<file path="config.mk">
export PLATFORM = sky130hd
export DESIGN_NAME = gcd_swap_sequencer
export DESIGN_NICKNAME = d
export VERILOG_FILES = /design/src/rtl/gcd_swap_sequencer.sv
export SDC_FILE = /design/constraint.sdc
export NUM_CORES = 1
export LEC_CHECK = 0
export ABC_AREA = 1
export CORE_UTILIZATION = 43
export CTS_CLUSTER_DIAMETER = 150
export DETAILED_ROUTE_END_ITERATION = 8
export GPL_TIMING_DRIVEN = 1
export PLACE_DENSITY = 0.86
export SETUP_SLACK_MARGIN = 0.3
export SYNTH_ARGS = -nofsm -noshare
export SYNTH_HDL_FRONTEND = slang
export SYNTH_SLANG_ARGS = --single-unit
</file>
<file path="constraint.sdc">
create_clock -name clk -period 1.56 [get_ports clk]
set_clock_uncertainty 0.2 [all_clocks]
set_input_delay 0.468 -clock clk [delete_from_list [all_inputs] [get_ports clk]]
set_output_delay 0.468 -clock clk [all_outputs]
set_load 0.02 [all_outputs]
</file>
<file path="src/rtl/gcd_swap_sequencer.sv">
// rtl/gcd_swap_sequencer.sv - subtract-and-swap GCD controller with x/y register pair
module gcd_swap_sequencer #(
  parameter int W  = 3,
  parameter int CW = 4
) (
  input  logic          clk,
  input  logic          reset,
  input  logic          start,
  input  logic [W-1:0]  a,
  input  logic [W-1:0]  b,
  output logic          busy,
  output logic          done,
  output logic [W-1:0]  result,
  output logic          init,
  output logic          swapxy,
  output logic          sub,
  output logic [W-1:0]  x,
  output logic [W-1:0]  y,
  output logic [CW-1:0] sub_cnt,
  output logic [CW-1:0] swap_cnt
);

  localparam logic [2:0] S_IDLE  = 3'd0;
  localparam logic [2:0] S_CHECK = 3'd1;
  localparam logic [2:0] S_SUB   = 3'd2;
  localparam logic [2:0] S_SWAP  = 3'd3;
  localparam logic [2:0] S_DONE  = 3'd4;

  logic [2:0]    r_state;
  logic [W-1:0]  r_x;
  logic [W-1:0]  r_y;
  logic [W-1:0]  r_result;
  logic [CW-1:0] r_sub_cnt;
  logic [CW-1:0] r_swap_cnt;

  logic          w_accept;

  // Load strobe is gated by reset so a held start cannot pulse init during reset.
  assign w_accept = start & (r_state == S_IDLE) & ~reset;

  // Controller state, datapath registers and saturating step counters.
  always_ff @(posedge clk) begin
    if (reset) begin
      r_state    <= S_IDLE;
      r_x        <= '0;
      r_y        <= '0;
      r_result   <= '0;
      r_sub_cnt  <= '0;
      r_swap_cnt <= '0;
    end else begin
      case (r_state)
        S_IDLE: begin
          if (w_accept) begin
            r_x        <= a;
            r_y        <= b;
            r_sub_cnt  <= '0;
            r_swap_cnt <= '0;
            r_state    <= S_CHECK;
          end
        end
        S_CHECK: begin
          if (r_y == '0) begin
            // Capture on the way into DONE so result is already valid while done is high.
            r_result <= r_x;
            r_state  <= S_DONE;
          end else if (r_x < r_y) begin
            r_state <= S_SWAP;
          end else begin
            r_state <= S_SUB;
          end
        end
        S_SUB: begin
          // x >= y here, so the difference never borrows.
          r_x <= r_x - r_y;
          if (r_sub_cnt != {CW{1'b1}}) r_sub_cnt <= r_sub_cnt + CW'(1);
          r_state <= S_CHECK;
        end
        S_SWAP: begin
          r_x <= r_y;
          r_y <= r_x;
          if (r_swap_cnt != {CW{1'b1}}) r_swap_cnt <= r_swap_cnt + CW'(1);
          r_state <= S_CHECK;
        end
        S_DONE: begin
          r_state <= S_IDLE;
        end
        default: begin
          r_state <= S_IDLE;
        end
      endcase
    end
  end

  assign busy     = (r_state != S_IDLE);
  assign done     = (r_state == S_DONE);
  assign init     = w_accept;
  assign swapxy   = (r_state == S_SWAP);
  assign sub      = (r_state == S_SUB);
  assign result   = r_result;
  assign x        = r_x;
  assign y        = r_y;
  assign sub_cnt  = r_sub_cnt;
  assign swap_cnt = r_swap_cnt;

endmodule

</file>
After elaboration in Yosys (flattened, before gate mapping)
Index checks and enable logic that the tools add are counted.

storage, ports and cells
  logic and storage cells = 47
  bits in registers = 20

operators by class
  order comparisons = 1
  multiplexer cells = 13
  equal/unequal tests = 9
  bitwise operators = 3
  $add $sub $neg = 3
  reductions and logical operators = 12

operators by type and width
  operator                                               count
  one-hot mux 3 bit (3 select lines)                     2
  one-hot mux 4 bit (2 select lines)                     2
  2-to-1 mux 3 bit                                       4
  2-to-1 mux 4 bit                                       3
  adder 4 x 1 -> 4 bit, second input constant            2
  inequality test 4 bit, second input constant           2
  equality test 3 x 2 -> 1 bit, second input constant    2
  zero test 3 bit                                        2
  one-hot mux 3 bit (2 select lines)                     1
  AND reduction 2 bit                                    3
  AND reduction 3 bit                                    2
  nonzero test 3 bit                                     2
  inequality test 2 x 1 -> 1 bit, second input constant  2
  nonzero test 2 bit                                     2
  equality test 3 x 1 -> 1 bit, second input constant    1
  equality test 3 bit, second input constant             1
  < comparator 3 bit                                     1
  subtractor 3 bit                                       1
  AND 1 bit                                              2
  inequality test 2 bit, second input constant           1
  OR reduction 2 bit                                     1
  2-to-1 mux 1 bit                                       1
  inverter 1 bit                                         1

Depth between registers and ports, before layout
Gate-level depths: netlist of run 1.

  depth in word-level cells = 5
  depth in mapped cells = 9
  depth with buffers taken out = 9

Least setup slack after synthesis of run 1
OpenSTA, ideal clock, no wires.

  path kind = register to register
  start point = register r_x[0], in the netlist x[0]
  end point = register r_x[1], in the netlist x[1]
  required time = 1.248 ns
  period minus slack after synthesis = 1.745 ns
  buffers on the path = 0
  slack = -0.185 ns
  stages on the path, launching flop included = 9
  arrival time = 1.433 ns
  setup time = 0.112 ns
  cells stage by stage = dfxtp_1 > inv_1 > ha_1 > inv_1 > fa_1 > nand2_1 > o211ai_1 > nor2_1 > nor2_1

between the ends
  word-level cells in the longest chain between the ends = 2

RTL lines
  what                                RTL line  RTL
  from (decl)                         30        logic [W-1:0] r_x;
  from (signal assigned)              74        r_x <= r_x - r_y;
  from (signal assigned)              79        r_x <= r_y;
  subtractor 3 bit                    74
  one-hot mux 3 bit (3 select lines)  51        case (r_state)

No other way between the ends.
A chain may end at the register's enable or synchronous reset.

Worst setup path in the final report of run 1
  start point = register r_state[0]
  end point = output port swapxy

between the ends
  word-level cells in the longest chain between the ends = 1

RTL lines
  what                          RTL line  RTL
  from (decl)                   29        logic [2:0] r_state;
  from (signal assigned)        44        r_state <= S_IDLE;
  from (signal assigned)        58        r_state <= S_CHECK;
  from (signal assigned)        65        r_state <= S_DONE;
  equality test 3 x 2 -> 1 bit  97        assign swapxy = (r_state == S_SWAP);
  to (decl)                     15        output logic swapxy,

No other way between the ends.

==> run metrics, run 1 <==
# setup viols final=12; hold_buf cts=0; largest cells by area after synthesis=dfxtp_1 (34%), nand2_1 (14%), nand3_1 (9.0%); critical setup path kind=flip-flop to primary output; max incr delay on CP=390 ps; row cnt=18; Post-Place Worst Slack=-895 ps; cell mode on critical path=buf_4; failing checks=setup timing; GRT overflow=0; die height=approximately 54 µm; CTS Buffer Depth=2; Port-buffer cells=30; final wirelength=4.49 mm; Seq. cell area=between 400 and 500 µm²; Multi-input gate area=about 890 µm²; #FFs+latches synth=20; Placed Instances=around 260; WP data arrival=~1200 ps; Yosys Warn Count=0; core area=2520 µm²; DR WL/cell=between 15 and 20 µm; Slew HR=between 80% and 90%; worst IR drop on VDD=about 0.001 V; CP required=between 800 and 900 ps; Worst Hold Class=flip-flop to flip-flop; TritonCTS clock tree=built; CTS Buf Count=3; Fillers=approximately 110; gpl congestion=~0.86; cell taking the most area after synthesis=dfxtp_1; status=finished with violations; worst slew pin tran=~230 ps; Max H-tree Level=1; initial antenna violation count=0; MaxCap Viol Count=0; total vias in the final route=between 1500 and 2000; crit path time final=1880 ps; ratio of cells with drive above 1 in the final layout=55.8%; worst path cell trace=buf_4 -> nand2_2 -> nor2_4 -> buf_4; Worst setup SP type=flip-flop; drt initial violations=46; Seq/Total Area, Yosys=between 30% and 40%; Syn Area/Cell=6.64 µm²; period utilization=121%; Slew Limit Fails=0; vias in the first global route=~1500; GRT Resource Usage Total=30.4%; Post-Synthesis Cells=approximately 180; Initial Util=a little under half; Final Non-Filler Cells=281; final core utilization=slightly below 90%; dpl cell area=between 1500 and 2000 µm²; Chip Width=between 50 and 60 µm; Detailed Place HPWL=between 2 and 3 mm; pwr dens=approximately 1100 nW/µm²; clk root buf=clkbuf_4; Final Instance Area=between 2000 and 2500 µm²; Overall Power=about 0.0024 W; I/O pin cnt=31; later-pin clock latency in the skew report=320 ps; Fmax=between 500 and 600 MHz; critical-path maximum fanout=5; Lkg Pwr=just over 1 nW; DRC viols=0; Mapped Nets=around 190; DR vias/cell=around 5.5; unrepaired setup endpoints after global routing=yes; setup ws final=-320 ps; CTS sink count=20; slowest CP cell=dfxtp_4; die area=about 2900 µm²; Fin. Hold Viols=0; Final #Nets=~270; Antenna Cells=0; clock-pin slew on the worst setup and hold paths=around 120 ps; Yosys top cell area share=roughly a third; first-pass GRT wire length=6.34 mm; distinct cell type count after synthesis=24; DR pass1 iterations=4; largest net degree at the start of global routing=16; area grow syn2layout=89.2%; post-route ant nets=0; Post-Syn Area=~1200 µm²; CP Capture Type=primary output
==> what timing repair did <==
action                                  4_1_cts  5_1_grt
endpoints found under the setup margin       42       42
pin swaps                                    17       11
setup buffers                                 7        7
resized for setup                           169       17
cloned                                        0        0
==> kinds of logic (layout without fill, tap and decap cells) <==
kind of cell               after synthesis  count (layout)  share of synthesized area, %
and+or+nand+nor                        103             103                          38.9
AOI/OAI and AO/OA                       23              23                          10.6
buffers and inverters                   23              98                          8.46
DFF                                     20              20                          34.3
adders and majority gates                6               6                          7.07
xor gates and xnor gates                 1               1                         0.750
==> cell type report <==
| type | count | share of cell area (%) |
|---|---|---|
| inverter | 20 | 4.24 |
| tap | 30 | 1.70 |
| clock buffer | 4 | 1.19 |
| sequential | 20 | 20.0 |
| multi-input combinational | 133 | 40.5 |
| timing repair buffer | 74 | 32.4 |
==> worst max-delay path: cells and delay by family (launching register included) <==
family	cells	cell delay, ps
flops	1	390
simple gates	2	200
buf+inv	2	300
==> state kept, by name (all words and copies together), names as in the netlist <==
signal,count
sub_cnt,4
swap_cnt,4
r_state,3
result,3
x,3
y,3
==> Yosys cell counts, drive strengths merged <==
master   n
nand2   46
nor2    27
nand3   22
dfxtp   20
inv     20
a21oi   12
o21ai    9
ha       5
buf      3
nor3     3
or2      3
o211ai   2
fa       1
nand3b   1
nand4    1
xor2     1
==> final timing paths <==
kind                            startpoint         to  slack [ps]  cells past startpoint
worst max-delay path            r_state[0]     swapxy        -320                      4
worst max register to register        x[0]       x[2]        -110                      9
worst min-delay path             result[1]  result[1]         360                      2
worst min register to register   result[1]  result[1]         360                      2
==> layout by cell type, fill, tap and decap left out, drive strengths merged, types with 2 or more instances in the layout <==
cell type	netlist	layout
a21oi	12	12
clkdlybuf4s50	0	6
o211ai	2	2
buf	3	66
nand3	22	22
clkbuf	0	4
o21ai	9	9
dfxtp	20	20
ha	5	5
nor3	3	3
or2	3	3
inv	20	19
nor2	27	27
nand2	46	46
==> layer usage <==
layer  global-route usage [%]  vias up  routed length (µm)
li1                         -      717                   -
met1                     31.2      716                1670
met2                     58.7       89                2340
met3                     3.95       24                 244
met4                     15.0        0                 238
met5                        0        -                   0
==> per-stage QoR <==
| step | setup TNS [ps] | hold WS, ps |
|---|---|---|
| detailed placement | -12240 | 341 |
| global route | -2430 | 399 |
| CTS | -1370 | 368 |
| floorplan | -63.0 | 301 |
| global placement | -11450 | 327 |
| finish | -1820 | 363 |
==> power breakdown <==
group          internal [W]  total (W)  switching (W)
clock              0.000100   0.000281       0.000181
sequential         0.000616   0.000695      0.0000785
combinational      0.000657    0.00140       0.000742
total               0.00137    0.00238        0.00100
No activity file was read; power rests on OpenSTA's default activity.
==> inputs of run 2 (changes only) <==
ABC_CLOCK_PERIOD_IN_PS = 1560   (was unset)
CORE_MARGIN = 2   (was unset)
==> run 2 against run 1 <==
Against the previous run:
- the flow still finishes with violations (setup timing)
- clock power grew 3%
- register-to-register slack worse by 50 ps
- combinational power increased by 4%
- worst setup slack got worse by 19 ps
- non-clock buffer count down 2
- critical path depth unchanged
- sequential share of layout area decreased by 0.11 points
- first-iteration DRC count rose by 87%
- sequential power is essentially flat
- global-route usage down 3.7 points
- maximum frequency fell by 0.98%
- sequential cell count unchanged
- critical path type unchanged
- critical endpoint unchanged
==> run metrics, run 2 (synthesis gave the netlist of run 1 again) <==
initial antenna violation count=0; pwr dens=~1100 nW/µm²; status=finished with violations; die area=around 3200 µm²; Fillers=115; I/O pin cnt=31; total internal power=0.00140 W; Chip Width=about 56 µm; Worst setup SP type=flip-flop; Final Non-Filler Cells=~280; most common cell after layout, fill and taps aside=buf_6; period utilization=122%; final wirelength=between 4 and 5 mm; crit path time final=between 1500 and 2000 ps; total vias in the final route=1554; gpl congestion=around 0.83; Fmax=between 500 and 600 MHz; CTS Buf Count=3; die height=around 56 µm; Detailed Place HPWL=~2.7 mm; Fin. Hold Viols=0; post-route ant nets=0; Placed Instances=roughly 260; worst slew pin tran=about 250 ps; dpl cell area=1860 µm²; GRT overflow=0; CTS sink count=20; Final Instance Area=about 2200 µm²; later-pin clock latency in the skew report=~330 ps; core area=between 2000 and 3000 µm²; clk root buf=clkbuf_4; Max H-tree Level=1; P_sw=between 0.001 and 0.0015 W; Lkg Pwr=between 1 and 1.5 nW; DR vias/cell=5.57; CP Capture Type=primary output; hold_buf cts=0; setup ws final=-339 ps; GRT Resource Usage Total=roughly a quarter; CP required=between 800 and 900 ps; Final #Nets=between 200 and 300; WP data arrival=1230 ps; ratio of cells with drive above 1 in the final layout=between 50% and 60%; worst IR drop on VDD=0.000965 V; DRC viols=0; unrepaired setup endpoints after global routing=yes; DR WL/cell=about 17 µm; Antenna Cells=0; failing checks=setup timing; Clock Power Share=11.8%; Worst Hold Class=flip-flop to flip-flop; switch share=~43%; # setup viols final=17; CTS Buffer Depth=2; row cnt=18; first-pass GRT wire length=~6.7 mm; Slew Limit Fails=0; Comb pwr share=59.7%; Port-buffer cells=30; area grow syn2layout=90.3%; TritonCTS clock tree=built; Flop pwr share=between 20 and 30%; highest-count cells in the layout ignoring fill and taps=buf_6 (34), nand2_1 (33), buf_4 (29); critical setup path kind=flip-flop to primary output; Initial Util=46.3%; critical-path maximum fanout=5; drt initial violations=86; clock-pin slew on the worst setup and hold paths=roughly 130 ps; flop2flop setup slack=-160 ps; vias in the first global route=roughly 1500; Fin Setup TNS=-2270 ps; MaxCap Viol Count=0; DR pass1 iterations=4; largest net degree at the start of global routing=17; Slew HR=83.0%
-- run 2: cell count changes in the layout (fill, tap and decap cells not counted), sizes merged --
cell / before / now
buf: 66 / 64
-- run 2: area by class of cell --
type                       instances  area, µm²  area share [%]
clock buffer                       4       26.3            1.18
inverter                          20       93.8            4.22
multi-input combinational        133        927            41.7
sequential                        20        443            19.9
tap                               30       37.5            1.69
timing repair buffer              72        696            31.3
-- run 2: per-layer routing --
| layer | routed length [µm] | track usage [%] | vias to the layer above |
|---|---|---|---|
| li1 | - | - | 716 |
| met1 | 1780 | 26.8 | 733 |
| met2 | 2540 | 49.7 | 90 |
| met3 | 262 | 4.65 | 15 |
| met4 | 168 | 17.0 | 0 |
| met5 | 0 | 0 | - |
-- run 2: critical path: stages, from the launching register on --
cell,delay (ps)
dfxtp_4,400
buf_6,150
nand2_2,80
nor2_4,120
buf_4,150
-- run 2: metrics by stage --
| step | utilization [%] | power (W) | hold WS, ps | setup WS [ps] |
|---|---|---|---|---|
| floorplan | - | 0.00131 | 301 | -32.2 |
| global placement | 73.6 | 0.00172 | 327 | -906 |
| detailed placement | 73.6 | 0.00177 | 338 | -897 |
| CTS | 82.7 | 0.00223 | 360 | -290 |
| global route | 88.1 | 0.00258 | 383 | -387 |
| finish | 88.1 | 0.00245 | 363 | -339 |
-- run 2: path summary, 6_finish.rpt --
path         startpoint        end  cells after the start
min           result[1]  result[1]                      2
max reg2reg        x[0]       x[1]                      8
min reg2reg   result[1]  result[1]                      2
max          r_state[0]     swapxy                      4
-- run 2: power groups by stage --
stage	Combinational (W)	Clock, W	Sequential (W)
6_report	0.00146	0.000290	0.000698
3_5_place_dp	0.00109	0	0.000678
5_1_grt	0.00156	0.000317	0.000708
4_1_cts	0.00126	0.000278	0.000692
2_1_floorplan	0.000507	0	0.000802
3_3_place_gp	0.00105	0	0.000671
-- run 2: timing repair --
item | 4_1_cts | 5_1_grt
gates resized for setup | 174 | 24
buffers inserted | 6 | 6
pin swaps | 15 | 19
setup endpoints to repair | 41 | 42
